### src/rtl/led_frame_buffer.sv
// Double-buffered 8x8 bicolour frame store feeding the LED row scanner.
// Define FB_COPY_ON_SWAP_EN to reload the back bank from the new front bank at each swap.
module led_frame_buffer #(
    parameter logic [1:0] CLR_COLOR = 2'b00
) (
    input  logic        clk,
    input  logic        rst,
    input  logic        wr_valid,
    output logic        wr_ready,
    input  logic [2:0]  wr_x,
    input  logic [2:0]  wr_y,
    input  logic [1:0]  wr_color,
    input  logic        clr_req,
    output logic        clr_busy,
    input  logic        swap_req,
    input  logic        frame_start,
    output logic        swap_pend,
    output logic        swap_done,
    output logic [63:0] matrix_r,
    output logic [63:0] matrix_g
);

    typedef enum logic [1:0] {IDLE, CLEAR, SWAP_WAIT} state_t;

    state_t      state_q, state_d;
    logic [2:0]  row_q;
    logic        front_sel;
    logic        swap_fire, swap_fire_q;
    logic        wr_fire;
    logic [5:0]  wr_idx;
    logic [63:0] r_a, g_a, r_b, g_b;
    logic [63:0] back_r, back_g, front_r, front_g;
    logic [63:0] back_r_nx, back_g_nx, front_r_nx, front_g_nx;

    always_comb begin
        state_d   = state_q;
        wr_ready  = 1'b0;
        clr_busy  = 1'b0;
        swap_pend = 1'b0;
        swap_fire = 1'b0;
        unique case (state_q)
            IDLE: begin
                wr_ready = !clr_req && !swap_req;
                if (clr_req)
                    state_d = CLEAR;
                else if (swap_req)
                    state_d = SWAP_WAIT;
            end
            CLEAR: begin
                clr_busy = 1'b1;
                if (row_q == 3'd7)
                    state_d = IDLE;
            end
            SWAP_WAIT: begin
                swap_pend = 1'b1;
                if (frame_start) begin
                    swap_fire = 1'b1;
                    state_d   = IDLE;
                end
            end
            default: state_d = IDLE;
        endcase
    end

    assign wr_fire = wr_valid && wr_ready;
    assign wr_idx  = {wr_y, wr_x};

    assign front_r = front_sel ? r_b : r_a;
    assign front_g = front_sel ? g_b : g_a;
    assign back_r  = front_sel ? r_a : r_b;
    assign back_g  = front_sel ? g_a : g_b;

    always_comb begin
        back_r_nx  = back_r;
        back_g_nx  = back_g;
        front_r_nx = front_r;
        front_g_nx = front_g;
        if (wr_fire) begin
            back_r_nx[wr_idx] = wr_color[0];
            back_g_nx[wr_idx] = wr_color[1];
        end
        if (clr_busy) begin
            back_r_nx[{row_q, 3'b000} +: 8] = {8{CLR_COLOR[0]}};
            back_g_nx[{row_q, 3'b000} +: 8] = {8{CLR_COLOR[1]}};
        end
`ifdef FB_COPY_ON_SWAP_EN
        // Outgoing front bank becomes the new back bank, seeded with the new image.
        if (swap_fire) begin
            front_r_nx = back_r;
            front_g_nx = back_g;
        end
`endif
    end

    always_ff @(posedge clk or posedge rst) begin
        if (rst) begin
            state_q     <= IDLE;
            row_q       <= 3'd0;
            front_sel   <= 1'b0;
            swap_fire_q <= 1'b0;
            swap_done   <= 1'b0;
            r_a         <= '0;
            g_a         <= '0;
            r_b         <= '0;
            g_b         <= '0;
            matrix_r    <= '0;
            matrix_g    <= '0;
        end else begin
            state_q     <= state_d;
            row_q       <= clr_busy ? row_q + 3'd1 : 3'd0;
            front_sel   <= front_sel ^ swap_fire;
            swap_fire_q <= swap_fire;
            swap_done   <= swap_fire_q;
            r_a         <= front_sel ? back_r_nx : front_r_nx;
            g_a         <= front_sel ? back_g_nx : front_g_nx;
            r_b         <= front_sel ? front_r_nx : back_r_nx;
            g_b         <= front_sel ? front_g_nx : back_g_nx;
            matrix_r    <= front_r;
            matrix_g    <= front_g;
        end
    end

endmodule

### config.mk
export PLATFORM = sky130hd
export DESIGN_NAME = led_frame_buffer
export DESIGN_NICKNAME = d
export VERILOG_FILES = /design/src/rtl/led_frame_buffer.sv
export SDC_FILE = /design/constraint.sdc
export NUM_CORES = 1
export LEC_CHECK = 0
export BUFFER_PORTS_ARGS = -buffer_cell sky130_fd_sc_hd__buf_2
export CORE_ASPECT_RATIO = 0.9
export CORE_MARGIN = 2
export CORE_UTILIZATION = 50
export DETAILED_ROUTE_END_ITERATION = 8
export PLACE_DENSITY_LB_ADDON = 0.25
export RECOVER_POWER = 25
export SYNTH_ARGS = -nofsm -noshare
export SYNTH_HDL_FRONTEND = slang
export SYNTH_SLANG_ARGS = --single-unit
### constraint.sdc
create_clock -name clk -period 25.4 [get_ports clk]
set_input_delay 2.54 -clock clk [delete_from_list [all_inputs] [get_ports clk]]
set_output_delay 2.54 -clock clk [all_outputs]
set_load 0.05 [all_outputs]
# Word level (Yosys, flattened, before mapping)
# Cells that the tools add are included.
# W data, S select, Z words.
[op_classes]
shifts = 2
magnitude_cmp = 2
mux = 29
bitwise = 1
n_reduce_logical = 7
n_eq_ne = 6
n_addsub = 2
[op_table]
columns = ["cell", "count"]
rows = [
  ["$mux W64", 12],
  ["$bwmux W64", 4],
  ["$shift A8 B8 Y64 const A", 1],
  ["$shiftx A8 B8 Y64 const A", 1],
  ["$mux W2", 4],
  ["$neg A6 Y8", 1],
  ["$lt A6 B7 Y1 const B", 1],
  ["$demux W1 S6", 1],
  ["$ge A6 B1 Y1 const B", 1],
  ["$mux W1", 6],
  ["$pmux W2 S3", 1],
  ["$ne A2 B2 Y1 const B", 2],
  ["$add A3 B1 Y3 const B", 1],
  ["$eq A3 B3 Y1 const B", 1],
  ["$logic_and A1 B1 Y1", 3],
  ["$mux W3", 1],
  ["$ne A3 B3 Y1 const B", 1],
  ["$reduce_and A3 Y1", 1],
  ["$eq A2 B1 Y1 const B", 1],
  ["$eq A2 B2 Y1 const B", 1],
  ["$logic_not A1 Y1", 2],
  ["$logic_not A2 Y1", 1],
  ["$xor A1 B1 Y1", 1],
]
[totals]
output_inout_bits = 132
ff_bits = 392
wordCells = 60

# Depth between registers and ports, before layout
# Gate-level depths: netlist of the first run.
[depth]
depth_word = 9
depth_mapped = 9
ltp_nobuf = 7

# Least setup slack after synthesis of the first run
# No wires, ideal clock.
[synth_path]
kind = "input to output"
from = "input port swap_req"
to = "output port wr_ready"
path_buffers = 1
setup_slack_ps = 19528
t_arrival_ps = 3332
stages = 3
t_required_ps = 22860
path_cell_list = "or4_4 inv_2 buf_6"
[synth_via]
elab_chain_len = 3
[synth_rtl]
columns = ["item", "line", "text"]
rows = [
  ["start: declaration", "15", "input logic swap_req,"],
  ["$logic_not A1 Y1", "43", "wr_ready = !clr_req && !swap_req;"],
  ["$logic_and A1 B1 Y1", "43", ""],
  ["$mux W1", "41", "unique case (state_q)"],
  ["end: declaration", "9", "output logic wr_ready,"],
]
# Every way passes these cells.

==> reports/qor.yml, run 1 <==
synth_top_family_by_area: "compound AO/OA/AOI/OAI gates"
register_area_um2: 9810
synth_area_leaders: "dfrtp_1 61%, mux2_2 9.0%, a22o_1 6.6%"
row_count: 62
ys_seq_area_share_pct: 61.5
internal_power_mw: 1.06
die_w_um: 192
cts_root_buf: "clkbuf_16"
post_drt_wl_per_cell_um: 22.3
grtUsageTotal_pct: 24.9
synth_warnings: 0
grt_pass1_vias: 11200
synth_top_cell_by_area: "dfrtp_1"
seqPwrFrac_pct: 43.9
grt_overflow_total: 0
synth-adder-area-share_pct: 0.471
syn_nets: 1287
power.total_mw: 1.50
clkLatencyLatePin_ns: 0.54
ir_worst_vdd_v: 0.0000514
multiInputGateArea_um2: 5730
worst-path-stages: 4
drv_cap: 4
cts_inserted_buffers: 40
rsz0062_at_grt: "false"
worst_hold_path_type: "flop to flop"
syn-cell-area_um2: 16000
placedCellCount: 1755
p_leak_nw: 8.85
final_cell_mix: "392 x dfrtp_1, 143 x buf_2, 120 x a22o_1, 96 x o211ai_1, 85 x a21oi_1"
criticalPathCategory: "input pin to async pin"
r2r_cells: 5
routed_wl_um: 40700
path_cells: "buf_2 > clkinvlp_2 > buf_12 > buf_4"
post_cts_buffers: 0
violations: "capacitance limit, slew limit"
ant_nets: 0
grt_pass1_wl_um: 64200
final.period_utilization_pct: 27.5
synth_cell_types: 48
cts.repair.resized: 0
critPathBufInv: 4
synth_flop_cell: "dfrtp_1"
timing.rr.start: "front_sel"
synth_xor_area_share_pct: 0.0549
power_frac_clock_pct: 38.9
gp_congestion: 0.877
p_sw_share_pct: 29.4
dieArea_um2: 33400
power.switching_mw: 0.441
synth-simple-area-share_pct: 7.08
core-area_um2: 31700
die_h_um: 173
clkTransAtPathRegs_ns: 0.06
min_period_ns: 6.98
dr.pass1.iters: 5
layout.nets: 1401
synth_edf_count: 0
slew_headroom_pct: -294
io_pins: 146
timing.fmax_mhz: 143
tightest_slew_ns: 5.88
drtIter0Drc: 952
hold_viol_final: 0
critPathTopFamily: "buffers and inverters"
slowest_stage: "clkinvlp_2"
stdcell_count: 1827
r2r_setup_slack_ns: 18.57
htree_levels: 2
synth_top_area_share_pct: 61.5
hold_buffers: 0
final_common_cell: "dfrtp_1"
grt_max_degree: 171
critPathLaunchType: "input pin"
crit_required_ns: 25.91
cp.arrival_ns: 7.49
clock-sinks: 392
vias: 11100
start_util_pct: 50.4
path_max_fanout: 170
n_fill_cell: 2646
fin_hold_ws_ns: 0.406
tns_ns: 0
syn_area_per_cell_um2: 12.6
post-route-drc-count: 0
p_comb_share_pct: 17.2
synth-async-reset-ratio_pct: 100
setup.worst_path.end: "g_b[43]"
setup_viol: 0
worstSetupEndpointType: "async pin"
startpoint: "rst"
syn2layout_area_growth_pct: 14.3
antenna_found_initial: 5
max_stage_delay_ns: 3.23
hpwlAfterDp_um: 26600
synth-seq-cells: 392
routed_via_density: 6.10
drive_above_1_share_pct: 21.9
power_density_nw_per_um2: 82.1
synth-compound-area-share_pct: 19.2
netlist_instances: 1267
clock_skew_ns: 0.0207
slew_viol_final: 330
cts_tree: "built"
clk_path_buf_depth: 3
numPortBuffers: 145
synth_mux_area_share_pct: 9.03
r2r-end: "r_b[20]"
status: "finished, violations left"
[flip-flops by register name, summed over array words and instances (netlist names)]
signal	cells
r_a	64
swap_done	1
state_q	2
swap_fire_q	1
front_sel	1
g_a	64
g_b	64
r_b	64
matrix_r	64
matrix_g	64
row_q	3
[per-stage QoR]
step | cell area, um^2 | utilization, % | setup WS (ns)
detailed placement | 16900 | 53.5 | 19.14
finish | 18200 | 57.6 | 18.42
CTS | 18200 | 57.6 | 19.13
floorplan | 16000 | - | 11.96
global placement | 16900 | 53.5 | 19.14
global route | 18200 | 57.6 | 17.22
[cell families (layout without fill, tap and decap cells)]
group,count (synthesis),in the layout
AOI/OAI and AO/OA,444,444
xor gates and xnor gates,1,1
adders and majority gates,6,6
buffers and inverters,94,235
DFF,392,392
muxes,128,128
other,0,3
and+or+nand+nor,202,202
[power by group through the flow]
stage               Combinational (mW)  Sequential [mW]  Clock (mW)
global placement                 0.248            0.669           0
detailed placement               0.250            0.669           0
floorplan                        0.190            0.662           0
CTS                              0.251            0.658       0.593
global route                     0.278            0.660       0.621
finish                           0.257            0.658       0.582
[cells in the mapped netlist, drive strengths merged, types with 8 or more instances]
cell type / count
dfrtp: 392
mux2: 128
a22o: 120
o21ai: 101
o211ai: 96
a21oi: 85
clkbuf: 46
buf: 41
nand2: 41
o2bb2ai: 40
nor2: 35
nand3: 29
and3: 16
nor3: 13
and2: 12
or3: 10
nor2b: 8
[worst min-delay path by stage]
| stage | start | end | slack (ns) | cells past startpoint |
|---|---|---|---|---|
| after floorplan | swap_fire_q | swap_done | 0.33 | 0 |
| after global placement | swap_fire_q | swap_done | 0.41 | 0 |
| after detailed placement | swap_fire_q | swap_done | 0.41 | 0 |
| after CTS | swap_fire_q | swap_done | 0.43 | 0 |
| after global routing | swap_fire_q | swap_done | 0.42 | 0 |
| final | swap_fire_q | swap_done | 0.41 | 0 |
[metal layers]
metal | GRT usage, % | vias to the layer above | wire (um)
met3 | 5.00 | 85 | 2900
met2 | 35.1 | 437 | 17500
met5 | 0 | - | 7
li1 | - | 4997 | -
met4 | 8.52 | 2 | 1130
met1 | 38.5 | 5624 | 19200
[area by class of cell]
class                      instances  share of cell area, %
tap                              416                   2.86
timing repair buffer             159                   4.57
multi-input combinational        781                   31.4
sequential                       392                   53.8
antenna                            3                 0.0412
clock buffer                      55                   6.41
clock inverter                    14                  0.714
inverter                           7                  0.151
Note: power is estimated with default switching activity, not from simulation.
==> run 2, diff against run 1 <==
- clock period: 25.4 -> 7 ns (I/O delays scaled with it)
==> run 2 against run 1 <==
  * The run still ends with capacitance limit, slew limit left
  * Combinational power rose to 3.6 times the previous value
  * Sequential share of layout area down 0.70 points
  * First-iteration DRC count up 8.8%
  * Largest cell class unchanged
  * Highest routed layer unchanged
==> reports/qor.yml, run 2 (synthesized netlist as in run 1, its figures left out) <==
status: "finished, violations left"  # unchanged
violations: "capacitance limit, slew limit"  # unchanged
worstSetupEndpointType: "flop"  # was async pin
syn2layout_area_growth_pct: 15.8  # was 14.3%
multiInputGateArea_um2: 5730  # unchanged
stdcell_count: 1836  # was 1827
register_area_um2: 9810  # unchanged
slowest_stage: "dfrtp_1"  # was clkinvlp_2
slew_headroom_pct: -93.4  # was -294%
place_area_um2: 17000  # was 16900 um^2
layout.nets: 1406  # was 1401
placedCellCount: 1758  # was 1755
path_max_fanout: 72  # was 170
post_drt_wl_per_cell_um: 22.4  # was 22.3 um
tightest_slew_ns: 2.90  # was 5.88 ns
grt_pass1_vias: 11000  # was 11200
clkTransAtPathRegs_ns: 0.06  # about the same
routed_wl_um: 41200  # was 40700 um
worst_slack_ns: 3.31  # was 18.42 ns
min_period_ns: 3.69
r2r-end: "r_a[53]"  # was r_b[20]
grtUsageTotal_pct: 25.0  # was 24.9%
clk_path_buf_depth: 3  # unchanged
timing.rr.start: "front_sel"  # unchanged
dr.pass1.iters: 7  # was 5
hold_viol_final: 0  # unchanged
cp.arrival_ns: 4.10  # was 7.49 ns
final_util_pct: 58.4  # was 57.6%
post_cts_buffers: 0  # unchanged
row_count: 62  # unchanged
gp_congestion: 0.884  # was 0.877
power.total_mw: 5.73  # was 1.50 mW
worst_hold_path_type: "input pin to async pin"  # was flop to flop
die_w_um: 192  # unchanged
clock-sinks: 392  # unchanged
antenna_found_initial: 4  # was 5
start_util_pct: 50.4  # unchanged
tns_ns: 0  # unchanged
post-route-drc-count: 0  # unchanged
drive_above_1_share_pct: 25.8  # was 21.9%
n_fill_cell: 2581  # was 2646
cts_inserted_buffers: 42  # was 40
final_cell_mix: "392 x dfrtp_1, 145 x buf_2, 121 x mux2_2, 120 x a22o_1, 96 x o211ai_1"  # was 392 x dfrtp_1, 143 x buf_2, 120 x a22o_1, 96 x o211ai_1, 85 x a21oi_1
routed_via_density: 6.07  # was 6.10
ir_worst_vdd_v: 0.000203  # was 0.0000514 V
io_pins: 146  # unchanged
path_cells: "buf_4 > nand2b_1 > nor2_1 > a21oi_1 > a22o_1"  # was buf_2 > clkinvlp_2 > buf_12 > buf_4
r2r_cells: 5  # unchanged
drtIter0Drc: 1036  # was 952
die_h_um: 173  # unchanged
ant_nets: 0  # unchanged
critPathLaunchType: "flop"  # was input pin
setup.worst_path.end: "r_a[53]"  # was g_b[43]
cts_tree: "built"  # unchanged
setup_viol: 0  # unchanged
p_leak_nw: 8.91  # was 8.85 nW
crit_required_ns: 7.41  # was 25.91 ns
dp_slack_ns: 3.92  # was 19.14 ns
grt_pass1_wl_um: 64400  # was 64200 um
cts_root_buf: "clkbuf_16"  # unchanged
final_common_cell: "dfrtp_1"  # unchanged
r2r_setup_slack_ns: 3.31  # was 18.57 ns
hpwlAfterDp_um: 27000  # was 26600 um
clock_skew_ns: 0.0214  # was 0.0207 ns
drv_cap: 4  # unchanged
cts.repair.resized: 0  # unchanged
criticalPathCategory: "flop to flop"  # was input pin to async pin
vias: 11100  # about the same
power_density_nw_per_um2: 310  # was 82.1 nW/um^2
rsz0062_at_grt: "false"  # unchanged
htree_levels: 2  # unchanged
final.period_utilization_pct: 52.7
grt_max_degree: 121  # was 171
startpoint: "front_sel"  # was rst
core-area_um2: 31700  # unchanged
numPortBuffers: 145  # unchanged
max_stage_delay_ns: 1.44  # was 3.23 ns
dieArea_um2: 33400  # unchanged
timing.fmax_mhz: 271
clkLatencyLatePin_ns: 0.53  # was 0.54 ns
grt_overflow_total: 0  # unchanged
slew_viol_final: 265  # was 330
fin_hold_ws_ns: 0.364  # was 0.406 ns
hold_buffers: 0  # unchanged
final_cell_area_um2: 18500  # was 18200 um^2
run 2: final cells by class:
class	instances	area share, %
Antenna cell	4	0.0542
Clock buffer	55	6.45
Clock inverter	19	1.81
Inverter	7	0.149
Multi-Input combinational cell	781	31.0
Sequential cell	392	53.1
Tap cell	416	2.82
Timing Repair Buffer	162	4.57
run 2: worst max-delay path: cells and delay by family (launching register included):
kind	cells	cell delay (ns)
buf+inv	1	0.92
flops	1	1.44
simple gates	2	0.72
compound gates	2	0.43
run 2: layer usage:
metal / wire, um / track usage, %
met5: 77 / 1.78
met3: 3070 / 5.12
met2: 18000 / 35.7
met4: 954 / 7.00
met1: 19100 / 38.5
run 2: how the worst min path moves through the flow:
stage / startpoint / endpoint / cells past startpoint / slack (ns)
2_1_floorplan: swap_fire_q / swap_done / 0 / 0.33
3_3_place_gp: swap_fire_q / swap_done / 0 / 0.34
3_5_place_dp: swap_fire_q / swap_done / 0 / 0.35
4_1_cts: rst / matrix_g[58] / 2 / 0.23
5_1_grt: swap_fire_q / swap_done / 0 / 0.38
6_report: rst / g_a[52] / 2 / 0.36
run 2: power breakdown:
part,switching (mW),internal [mW],leakage [nW]
registers,0.0825,2.31,5.47
logic,0.642,0.275,2.70
clock network,0.893,1.53,0.750
total,1.62,4.11,8.91
==> run 3, diff against run 2 <==
- clock period: 7 -> 3.2 ns (I/O delays scaled with it)
==> run 3 against run 2 <==
  * The run still ends with capacitance limit, slew limit left
  * Final area increased by 0.98%
  * Non-clock buffer count increased by 18
  * Via count increased by 1.2%
  * Clock skew decreased by 0.0022 ns
  * Routed wire length about the same
  * Combinational power increased by 140%
  * Critical path type unchanged
  * Largest cell class unchanged
  * Largest power group unchanged
==> reports/qor.yml, run 3 (synthesized netlist as in run 1, its figures left out) <==
clkTransAtPathRegs_ns: 0.06  # about the same
post_cts_buffers: 0  # unchanged
max_stage_delay_ns: 0.71  # was 1.44 ns
clock_skew_ns: 0.0192  # was 0.0214 ns
post-route-drc-count: 0  # unchanged
grt_pass1_wl_um: 65500  # was 64400 um
seqPwrFrac_pct: 41.1  # was 41.7%
timing.fmax_mhz: 362  # was 271 MHz
ant_nets: 0  # unchanged
final_cell_mix: "391 x dfrtp_1, 145 x buf_2, 128 x mux2_2, 120 x a22o_1, 96 x o211ai_1"  # was 392 x dfrtp_1, 145 x buf_2, 121 x mux2_2, 120 x a22o_1, 96 x o211ai_1
syn2layout_area_growth_pct: 16.9  # was 15.8%
critPathLaunchType: "flop"  # unchanged
path_cells: "inv_1 > ha_1 > ha_1 > or4b_2 > o21ai_0 > nor2_1 > a22o_1"  # was buf_4 > nand2b_1 > nor2_1 > a21oi_1 > a22o_1
place_area_um2: 17200  # was 17000 um^2
worstSetupEndpointType: "flop"  # unchanged
cts.repair.resized: 0  # unchanged
internal_power_mw: 9.02  # was 4.11 mW
cts_tree: "built"  # unchanged
clk_path_buf_depth: 3  # unchanged
slew_headroom_pct: -77.5  # was -93.4%
gp_congestion: 0.874  # was 0.884
cts_root_buf: "clkbuf_16"  # unchanged
cp.arrival_ns: 3.17  # was 4.10 ns
die_w_um: 192  # unchanged
clkLatencyLatePin_ns: 0.53  # about the same
io_pins: 146  # unchanged
layout.nets: 1423  # was 1406
drive_above_1_share_pct: 27.2  # was 25.8%
fin_hold_ws_ns: 0.0626  # was 0.364 ns
setup_viol: 0  # unchanged
grt_overflow_total: 0  # unchanged
htree_levels: 2  # unchanged
ir_worst_vdd_v: 0.000456  # was 0.000203 V
drv_cap: 2  # was 4
n_fill_cell: 2566  # was 2581
post_drt_wl_per_cell_um: 22.2  # was 22.4 um
core-area_um2: 31700  # unchanged
die_h_um: 173  # unchanged
grt_max_degree: 187  # was 121
p_leak_nw: 9.00  # was 8.91 nW
routed_via_density: 6.07  # about the same
hold_buffers: 0  # unchanged
dp_slack_ns: 0.473  # was 3.92 ns
crit_required_ns: 3.61  # was 7.41 ns
worst_slack_ns: 0.440  # was 3.31 ns
tightest_slew_ns: 2.66  # was 2.90 ns
grt_pass1_vias: 11200  # was 11000
hold_viol_final: 0  # unchanged
crit_top_cell: "ha_1"
violations: "capacitance limit, slew limit"  # unchanged
clock-sinks: 392  # unchanged
cts_inserted_buffers: 41  # was 42
power_density_nw_per_um2: 675  # was 310 nW/um^2
power.switching_mw: 3.58  # was 1.62 mW
numPortBuffers: 145  # unchanged
drtIter0Drc: 1181  # was 1036
register_area_um2: 9810  # about the same
p_comb_share_pct: 17.4  # was 16.0%
min_period_ns: 2.76  # was 3.69 ns
final.period_utilization_pct: 86.2  # was 52.7%
row_count: 62  # unchanged
antenna_found_initial: 7  # was 4
worst_hold_path_type: "input pin to async pin"  # unchanged
multiInputGateArea_um2: 5730  # about the same
slowest_stage: "or4b_2"  # was dfrtp_1
dieArea_um2: 33400  # unchanged
vias: 11300  # was 11100
final_cell_area_um2: 18600  # was 18500 um^2
p_sw_share_pct: 28.4  # was 28.2%
criticalPathCategory: "flop to flop"  # unchanged
rsz0062_at_grt: "false"  # unchanged
grtUsageTotal_pct: 25.3  # was 25.0%
power_frac_clock_pct: 41.5  # was 42.3%
start_util_pct: 50.4  # unchanged
final_common_cell: "dfrtp_1"  # unchanged
slew_viol_final: 208  # was 265
status: "finished, violations left"  # unchanged
routed_wl_um: 41200  # about the same
path_max_fanout: 7  # was 72
hpwlAfterDp_um: 27500  # was 27000 um
dr.pass1.iters: 8  # was 7
-- run 3: power groups by stage --
stage | logic (mW) | clock network [mW] | registers, mW
after floorplan | 1.51 | 0 | 5.26
after global placement | 2.12 | 0 | 5.26
after detailed placement | 2.15 | 0 | 5.26
after CTS | 2.16 | 5.32 | 5.17
after global routing | 2.36 | 5.55 | 5.19
final | 2.19 | 5.23 | 5.18
-- run 3: cell type report --
class	instances	area share, %
Timing Repair Buffer	180	5.54
Inverter	7	0.148
Sequential cell	392	52.6
Clock buffer	60	6.70
Multi-Input combinational cell	781	30.7
Tap cell	416	2.79
Clock inverter	15	1.42
Antenna cell	5	0.0671
-- run 3: critical path: cells and delay by family (launching register included) --
family	cells	cell delay, ns
buffers and inverters	1	0.12
AOI/OAI and AO/OA	2	0.66
and+or+nand+nor	2	0.91
DFF	1	0.46
adders and majority gates	2	0.49
-- run 3: final timing paths --
path                              from         end  slack (ns)  cells past startpoint
setup / recovery              row_q[0]      g_a[5]        0.44                      7
min in group clk               clr_req  state_q[0]        0.13                      3
max in group asynchronous          rst     g_b[17]        0.72                      3
hold reg to reg            swap_fire_q   swap_done        0.42                      0
hold / removal                     rst     g_b[60]        0.06                      3
setup reg to reg              row_q[0]      g_a[5]        0.44                      7
-- run 3: routing by layer --
metal  up-vias  wire length, um  track usage, %
met5         -               14               0
met4         4              957            6.97
met3        68             3010            4.55
met2       460            17900            35.7
met1      5710            19300            40.2
li1       5032                -               -
-- run 3: metrics by stage --
step	power [mW]	cells	setup TNS [ns]	util, %
2_1_floorplan	6.77	1267	-938.40	-
3_5_place_dp	7.41	1776	0	54.2
6_report	12.6	1856	0	58.9
3_3_place_gp	7.38	1776	0	54.2
5_1_grt	13.1	1855	0	58.9
4_1_cts	12.6	1851	0	59.0
